--- src/rtl/alu_operand_sequencer_pkg.sv ---
// Shared constants and enums for the ALU operand sequencer and its ALU.
// Operand/result width, opcode encoding and sequencer state encoding live here.
package alu_pkg;

  localparam int WIDTH = 6;
  localparam int OPW   = 3;

  typedef enum logic [OPW-1:0] {
    OP_ADD   = 3'd0,
    OP_SUB   = 3'd1,
    OP_AND   = 3'd2,
    OP_OR    = 3'd3,
    OP_XOR   = 3'd4,
    OP_GT    = 3'd5,
    OP_PASSA = 3'd6,
    OP_PASSB = 3'd7
  } op_t;

  typedef enum logic [1:0] {
    S_WAIT_A = 2'd0,
    S_WAIT_B = 2'd1,
    S_ISSUE  = 2'd2,
    S_DONE   = 2'd3
  } seq_state_t;

endpackage

--- src/rtl/alu_operand_sequencer_if.sv ---
// Valid/ready operand bus between the sequencer (master) and the ALU (slave).
interface alu_operand_sequencer_if;
  import alu_pkg::*;

  logic [WIDTH-1:0] alu_a;
  logic [WIDTH-1:0] alu_b;
  logic [OPW-1:0]   alu_op;
  logic             alu_valid;
  logic             alu_ready;
  logic [WIDTH-1:0] alu_result;

  modport master (
    output alu_a, alu_b, alu_op, alu_valid,
    input  alu_ready, alu_result
  );

  modport slave (
    input  alu_a, alu_b, alu_op, alu_valid,
    output alu_ready, alu_result
  );

endinterface

--- src/rtl/alu_operand_sequencer_rise_edge_det.sv ---
// Single-cycle rising-edge pulse from an already synchronised button level.
// History resets high so a button held through reset never produces an edge.
module rise_edge_det (
  input  logic clk,
  input  logic reset,
  input  logic i_din,
  output logic o_pulse
);

  logic r_prev;

  always_ff @(posedge clk) begin
    if (reset) begin
      r_prev <= 1'b1;
    end else begin
      r_prev <= i_din;
    end
  end

  assign o_pulse = i_din & ~r_prev;

endmodule

--- src/rtl/alu_operand_sequencer.sv ---
// Captures A, B and opcode from switches on load presses, issues them to the ALU
// under valid/ready, and registers the returned result with zero/negative flags.
module alu_operand_sequencer
  import alu_pkg::*;
(
  input  logic                    clk,
  input  logic                    reset,
  input  logic                    i_load_btn,
  input  logic                    i_clear_btn,
  input  logic [WIDTH-1:0]        i_sw_data,
  input  logic [OPW-1:0]          i_sw_op,
  alu_operand_sequencer_if.master alu_if,
  output logic [WIDTH-1:0]        o_res_q,
  output logic                    o_res_valid,
  output logic                    o_zero_flag,
  output logic                    o_neg_flag,
  output logic [1:0]              o_state_q
);

  logic w_load_edge;
  logic w_clear_edge;

  seq_state_t       r_state;
  logic [WIDTH-1:0] r_alu_a;
  logic [WIDTH-1:0] r_alu_b;
  logic [OPW-1:0]   r_alu_op;
  logic             r_alu_valid;
  logic [WIDTH-1:0] r_res_q;
  logic             r_res_valid;
  logic             r_zero_flag;
  logic             r_neg_flag;

  rise_edge_det u_load_edge (
    .clk     (clk),
    .reset   (reset),
    .i_din   (i_load_btn),
    .o_pulse (w_load_edge)
  );

  rise_edge_det u_clear_edge (
    .clk     (clk),
    .reset   (reset),
    .i_din   (i_clear_btn),
    .o_pulse (w_clear_edge)
  );

  // Clear outranks load and the handshake, so an abort never lets a result land.
  always_ff @(posedge clk) begin
    if (reset || w_clear_edge) begin
      r_state     <= S_WAIT_A;
      r_alu_a     <= '0;
      r_alu_b     <= '0;
      r_alu_op    <= '0;
      r_alu_valid <= 1'b0;
      r_res_q     <= '0;
      r_res_valid <= 1'b0;
      r_zero_flag <= 1'b0;
      r_neg_flag  <= 1'b0;
    end else begin
      case (r_state)
        S_WAIT_A: begin
          if (w_load_edge) begin
            r_alu_a <= i_sw_data;
            r_state <= S_WAIT_B;
          end
        end
        S_WAIT_B: begin
          if (w_load_edge) begin
            r_alu_b     <= i_sw_data;
            r_alu_op    <= i_sw_op;
            r_alu_valid <= 1'b1;
            r_state     <= S_ISSUE;
          end
        end
        S_ISSUE: begin
          if (r_alu_valid && alu_if.alu_ready) begin
            r_res_q     <= alu_if.alu_result;
            r_zero_flag <= (alu_if.alu_result == '0);
            r_neg_flag  <= alu_if.alu_result[WIDTH-1];
            r_res_valid <= 1'b1;
            r_alu_valid <= 1'b0;
            r_state     <= S_DONE;
          end
        end
        S_DONE: begin
          // Old result and flags stay on the display until the next one arrives.
          if (w_load_edge) begin
            r_alu_a     <= i_sw_data;
            r_res_valid <= 1'b0;
            r_state     <= S_WAIT_B;
          end
        end
        default: r_state <= S_WAIT_A;
      endcase
    end
  end

  assign alu_if.alu_a     = r_alu_a;
  assign alu_if.alu_b     = r_alu_b;
  assign alu_if.alu_op    = r_alu_op;
  assign alu_if.alu_valid = r_alu_valid;

  assign o_res_q     = r_res_q;
  assign o_res_valid = r_res_valid;
  assign o_zero_flag = r_zero_flag;
  assign o_neg_flag  = r_neg_flag;
  assign o_state_q   = r_state;

endmodule

--- src/flat_wrapper.sv ---
// flat-port wrapper written by rule: the top's interface ports become plain ports
module alu_operand_sequencer_flat import alu_pkg::*;
  (clk, reset, i_load_btn, i_clear_btn, i_sw_data, i_sw_op, o_res_q, o_res_valid, o_zero_flag, o_neg_flag, o_state_q, alu_if_alu_a, alu_if_alu_b, alu_if_alu_op, alu_if_alu_valid, alu_if_alu_ready, alu_if_alu_result);
  alu_operand_sequencer_if alu_if_i ();
  input  logic clk;
  input  logic reset;
  input  logic i_load_btn;
  input  logic i_clear_btn;
  input  logic [WIDTH-1:0] i_sw_data;
  input  logic [OPW-1:0] i_sw_op;
  output logic [WIDTH-1:0] o_res_q;
  output logic o_res_valid;
  output logic o_zero_flag;
  output logic o_neg_flag;
  output logic [1:0] o_state_q;
  output wire logic [$bits(alu_if_i.alu_a)-1:0] alu_if_alu_a;
  output wire logic [$bits(alu_if_i.alu_b)-1:0] alu_if_alu_b;
  output wire logic [$bits(alu_if_i.alu_op)-1:0] alu_if_alu_op;
  output wire logic [$bits(alu_if_i.alu_valid)-1:0] alu_if_alu_valid;
  input wire logic [$bits(alu_if_i.alu_ready)-1:0] alu_if_alu_ready;
  input wire logic [$bits(alu_if_i.alu_result)-1:0] alu_if_alu_result;
  assign alu_if_alu_a = alu_if_i.alu_a;
  assign alu_if_alu_b = alu_if_i.alu_b;
  assign alu_if_alu_op = alu_if_i.alu_op;
  assign alu_if_alu_valid = alu_if_i.alu_valid;
  assign alu_if_i.alu_ready = alu_if_alu_ready;
  assign alu_if_i.alu_result = alu_if_alu_result;
  alu_operand_sequencer u_core (.clk(clk), .reset(reset), .i_load_btn(i_load_btn), .i_clear_btn(i_clear_btn), .i_sw_data(i_sw_data), .i_sw_op(i_sw_op), .alu_if(alu_if_i), .o_res_q(o_res_q), .o_res_valid(o_res_valid), .o_zero_flag(o_zero_flag), .o_neg_flag(o_neg_flag), .o_state_q(o_state_q));
endmodule
--- config.mk ---
export PLATFORM = sky130hd
export DESIGN_NAME = alu_operand_sequencer_flat
export DESIGN_NICKNAME = d
export VERILOG_FILES = /design/src/rtl/alu_operand_sequencer_pkg.sv /design/src/rtl/alu_operand_sequencer_if.sv /design/src/rtl/alu_operand_sequencer_rise_edge_det.sv /design/src/rtl/alu_operand_sequencer.sv /design/src/flat_wrapper.sv
export SDC_FILE = /design/constraint.sdc
export NUM_CORES = 1
export LEC_CHECK = 0
export ABC_AREA = 1
export CORE_ASPECT_RATIO = 0.75
export CORE_MARGIN = 3
export CORE_UTILIZATION = 42
export DETAILED_ROUTE_END_ITERATION = 6
export HOLD_SLACK_MARGIN = 0.05
export PLACE_DENSITY_LB_ADDON = 0.12
export SETUP_SLACK_MARGIN = 0.1
export SLEW_MARGIN = 40
export SYNTH_ARGS = -nofsm -noshare
export SYNTH_HDL_FRONTEND = slang
export SYNTH_SLANG_ARGS = --single-unit
--- constraint.sdc ---
create_clock -name clk -period 2 [get_ports clk]
set_clock_uncertainty 0.2 [all_clocks]
set_input_delay 0.4 -clock clk [delete_from_list [all_inputs] [get_ports clk]]
set_output_delay 0.4 -clock clk [all_outputs]
set_load 0.03 [all_outputs]
==> impl_metrics.ini <==
[layout]
final_area_um2 = 1720
area_growth_pct = 43.7
layout-drive-gt1-share = 0.148
stdcell_count = 232
diodes = 0
nets = 221

[sta]
fin_setup_tns_ns = 0
hold_viol_final = 0
tightest_slew_ns = 0.330
max_freq_mhz = 581
rsz0062_at_grt = false
finalSetupViolations = 0
drv_slew = 0
fin_crit_sh = 0.860
max_slew_margin = 0.780
fin_crit_ns = 1.72
fin_hold_ws_ns = 0.271

[pwr]
swShare = 0.332
ir_drop_v = 0.000561
p_clk_frac = 0.250
p_leak_nw = 0.890
total_power_mw = 1.39
p_int_mw = 0.932
p_switching_mw = 0.462
comb_power_share = 0.300
pwr-share-seq = 0.449
powerDensity_nw_per_um2 = 809

[cts]
cts_made_buffers = 3
clk_latency_ns = 0.27
cts_max_level = 1
path_clk_slew_ns = 0.09
hold_buffers = 0
cts.sink_count = 28
clockRootBuffer = clkbuf_8
cts_setup_buffers = 0
cts_tree = yes
cts_buffer_depth = 2

[synthesis]
yosys_warnings = 0
yosysSeqAreaShare = 0.467
synth_simple_gate_area_share = 0.244
ys_top_cells_by_count = 28 x dfxtp_1, 26 x nand2_1, 25 x nor2_1, 15 x a21oi_1, 10 x inv_1
synth_top_family_by_area = simple AND/OR/NAND/NOR gates
syn-num-nets = 173
async_flop_share = 0
synth_fa_ha_area_frac = 0.0417
synth_edf_count = 0
synth_top_area_share = 0.467
synthMuxAreaShare = 0
avgSynthCellArea_um2 = 8.05
synthFlopType = dfxtp_1
synthCells = 149
syn_area_um2 = 1200
synth_xor_area_frac = 0
synthTopCellsByArea = dfxtp_1 47%, nand2_1 8.1%, nor2_1 7.8%, o21ai_2 6.6%, a21oi_1 6.3%
synth_area_leader_cell = dfxtp_1
synth_most_common_cell = dfxtp_1
synth_compound_area_frac = 0.156
synth-seq-cells = 28
ys_types = 19

[setup_path]
crit_buf_inv = 1
worst_ep_required_time_ns = 1.40
cp_top_family = flip-flops
crit_type = register to output port
path_cells = dlygate4sd2_1
cp.arrival_ns = 1.12
crit_slowest_cell = dfxtp_1
worst-path-max-fanout = 5
crit_start = u_core.o_state_q[0]
slowest_delay_ns = 0.43
reg2reg_from = u_core.o_state_q[0]
timing.critical_path.to_type = output port
crit_path_start_kind = register

[die]
die_h_um = 52.3
start_util = 0.451
rows = 16
die_w_um = 67.7
core-area_um2 = 2660
die_area_um2 = 3540
pin_count = 47

[route]
drt_pass1_iterations = 4
drtAntennaViolNets = 0
totalWireLength_um = 2790
avgRoutedWirePerCell_um = 12.0
viasPerCell = 4.72
first_iter_violations = 35
num_vias = 1096
drc = 0

[place]
gp_congestion = 0.798
place_area_um2 = 1680
place_inst = 228
dpl.hpwl_um = 2080
io_buffers = 46

[global_routing]
grt_usage = 0.178
grt_start_max_net_pins = 16
antenna_found_initial = 0
overflow = 0
grt_pass1_wl_um = 4780
grt_pass1_vias = 1093

[hold_path]
hp-class = register to register
hp-start = u_core.o_res_q[0]

[job]
cap_violations = 0

[run_status]
status = finished, final reports clean
## power groups by stage
stage / logic [mW] / clock network [mW] / registers, mW
CTS: 0.419 / 0.356 / 0.627
finish: 0.419 / 0.349 / 0.627
detailed placement: 0.437 / 0 / 0.641
global placement: 0.432 / 0 / 0.639
global route: 0.469 / 0.373 / 0.633
floorplan: 0.209 / 0 / 0.703
## worst paths after layout
check | end | slack (ns) | cells past startpoint
setup / recovery | o_state_q[0] | 0.28 | 1
hold / removal | u_core.o_res_q[0] | 0.27 | 2
setup reg to reg | u_core.o_state_q[0] | 0.40 | 6
hold reg to reg | u_core.o_res_q[0] | 0.27 | 2
## routing by layer
layer  part of all wire  GRT usage  vias up
li1                   -          -      566
met1               0.46      0.226      486
met2               0.46      0.286       36
met3              0.062     0.0558        8
met4              0.018     0.0539        0
met5                  0          0        -
## cells by family after synthesis
| family | Yosys count |
|---|---|
| compound gates | 30 |
| fa+ha+maj | 4 |
| buf+inv | 20 |
| flops | 28 |
| simple gates | 67 |
## what timing repair did
action / CTS / global route
pin swaps: 0 / 0
hold endpoints to repair: 0 / 0
endpoints found under the setup margin: 20 / 7
resized for setup: 20 / 7
## per-stage QoR
stage / util / setup slack, ns
2_1_floorplan: - / 0.228
3_3_place_gp: 0.630 / 0.251
3_5_place_dp: 0.630 / 0.226
4_1_cts: 0.641 / 0.102
5_1_grt: 0.648 / 0.226
6_report: 0.648 / 0.280
## final cells by class
cell class,instances,area (um^2)
flip-flops and latches,28,561
fillers,233,938
repair buffers,49,475
inverters,14,57.6
multi-input cells,101,531
well taps,36,45.0
clock buffers,4,55.1
## flip-flops by register name, summed over array words and instances (netlist names)
signal,cells
u_core.alu_if.alu_a,6
u_core.alu_if.alu_b,6
u_core.o_res_q,5
u_core.alu_if.alu_op,3
u_core.o_state_q,2
u_core.alu_if.alu_valid,1
u_core.o_neg_flag,1
u_core.o_res_valid,1
u_core.o_zero_flag,1
u_core.u_clear_edge.r_prev,1
u_core.u_load_edge.r_prev,1
## cells in the final DEF (no fill, tap or decap), drive strengths merged
cell type	n
nand2	29
dfxtp	28
nor2	27
dlygate4sd2	20
clkdlybuf4s50	19
a21oi	16
o21ai	14
inv	13
nand3	9
dlymetal6s2s	7
ha	4
clkbuf	4
buf	3
or2	2
clkinv	1
(Power assumes the default switching activity.)
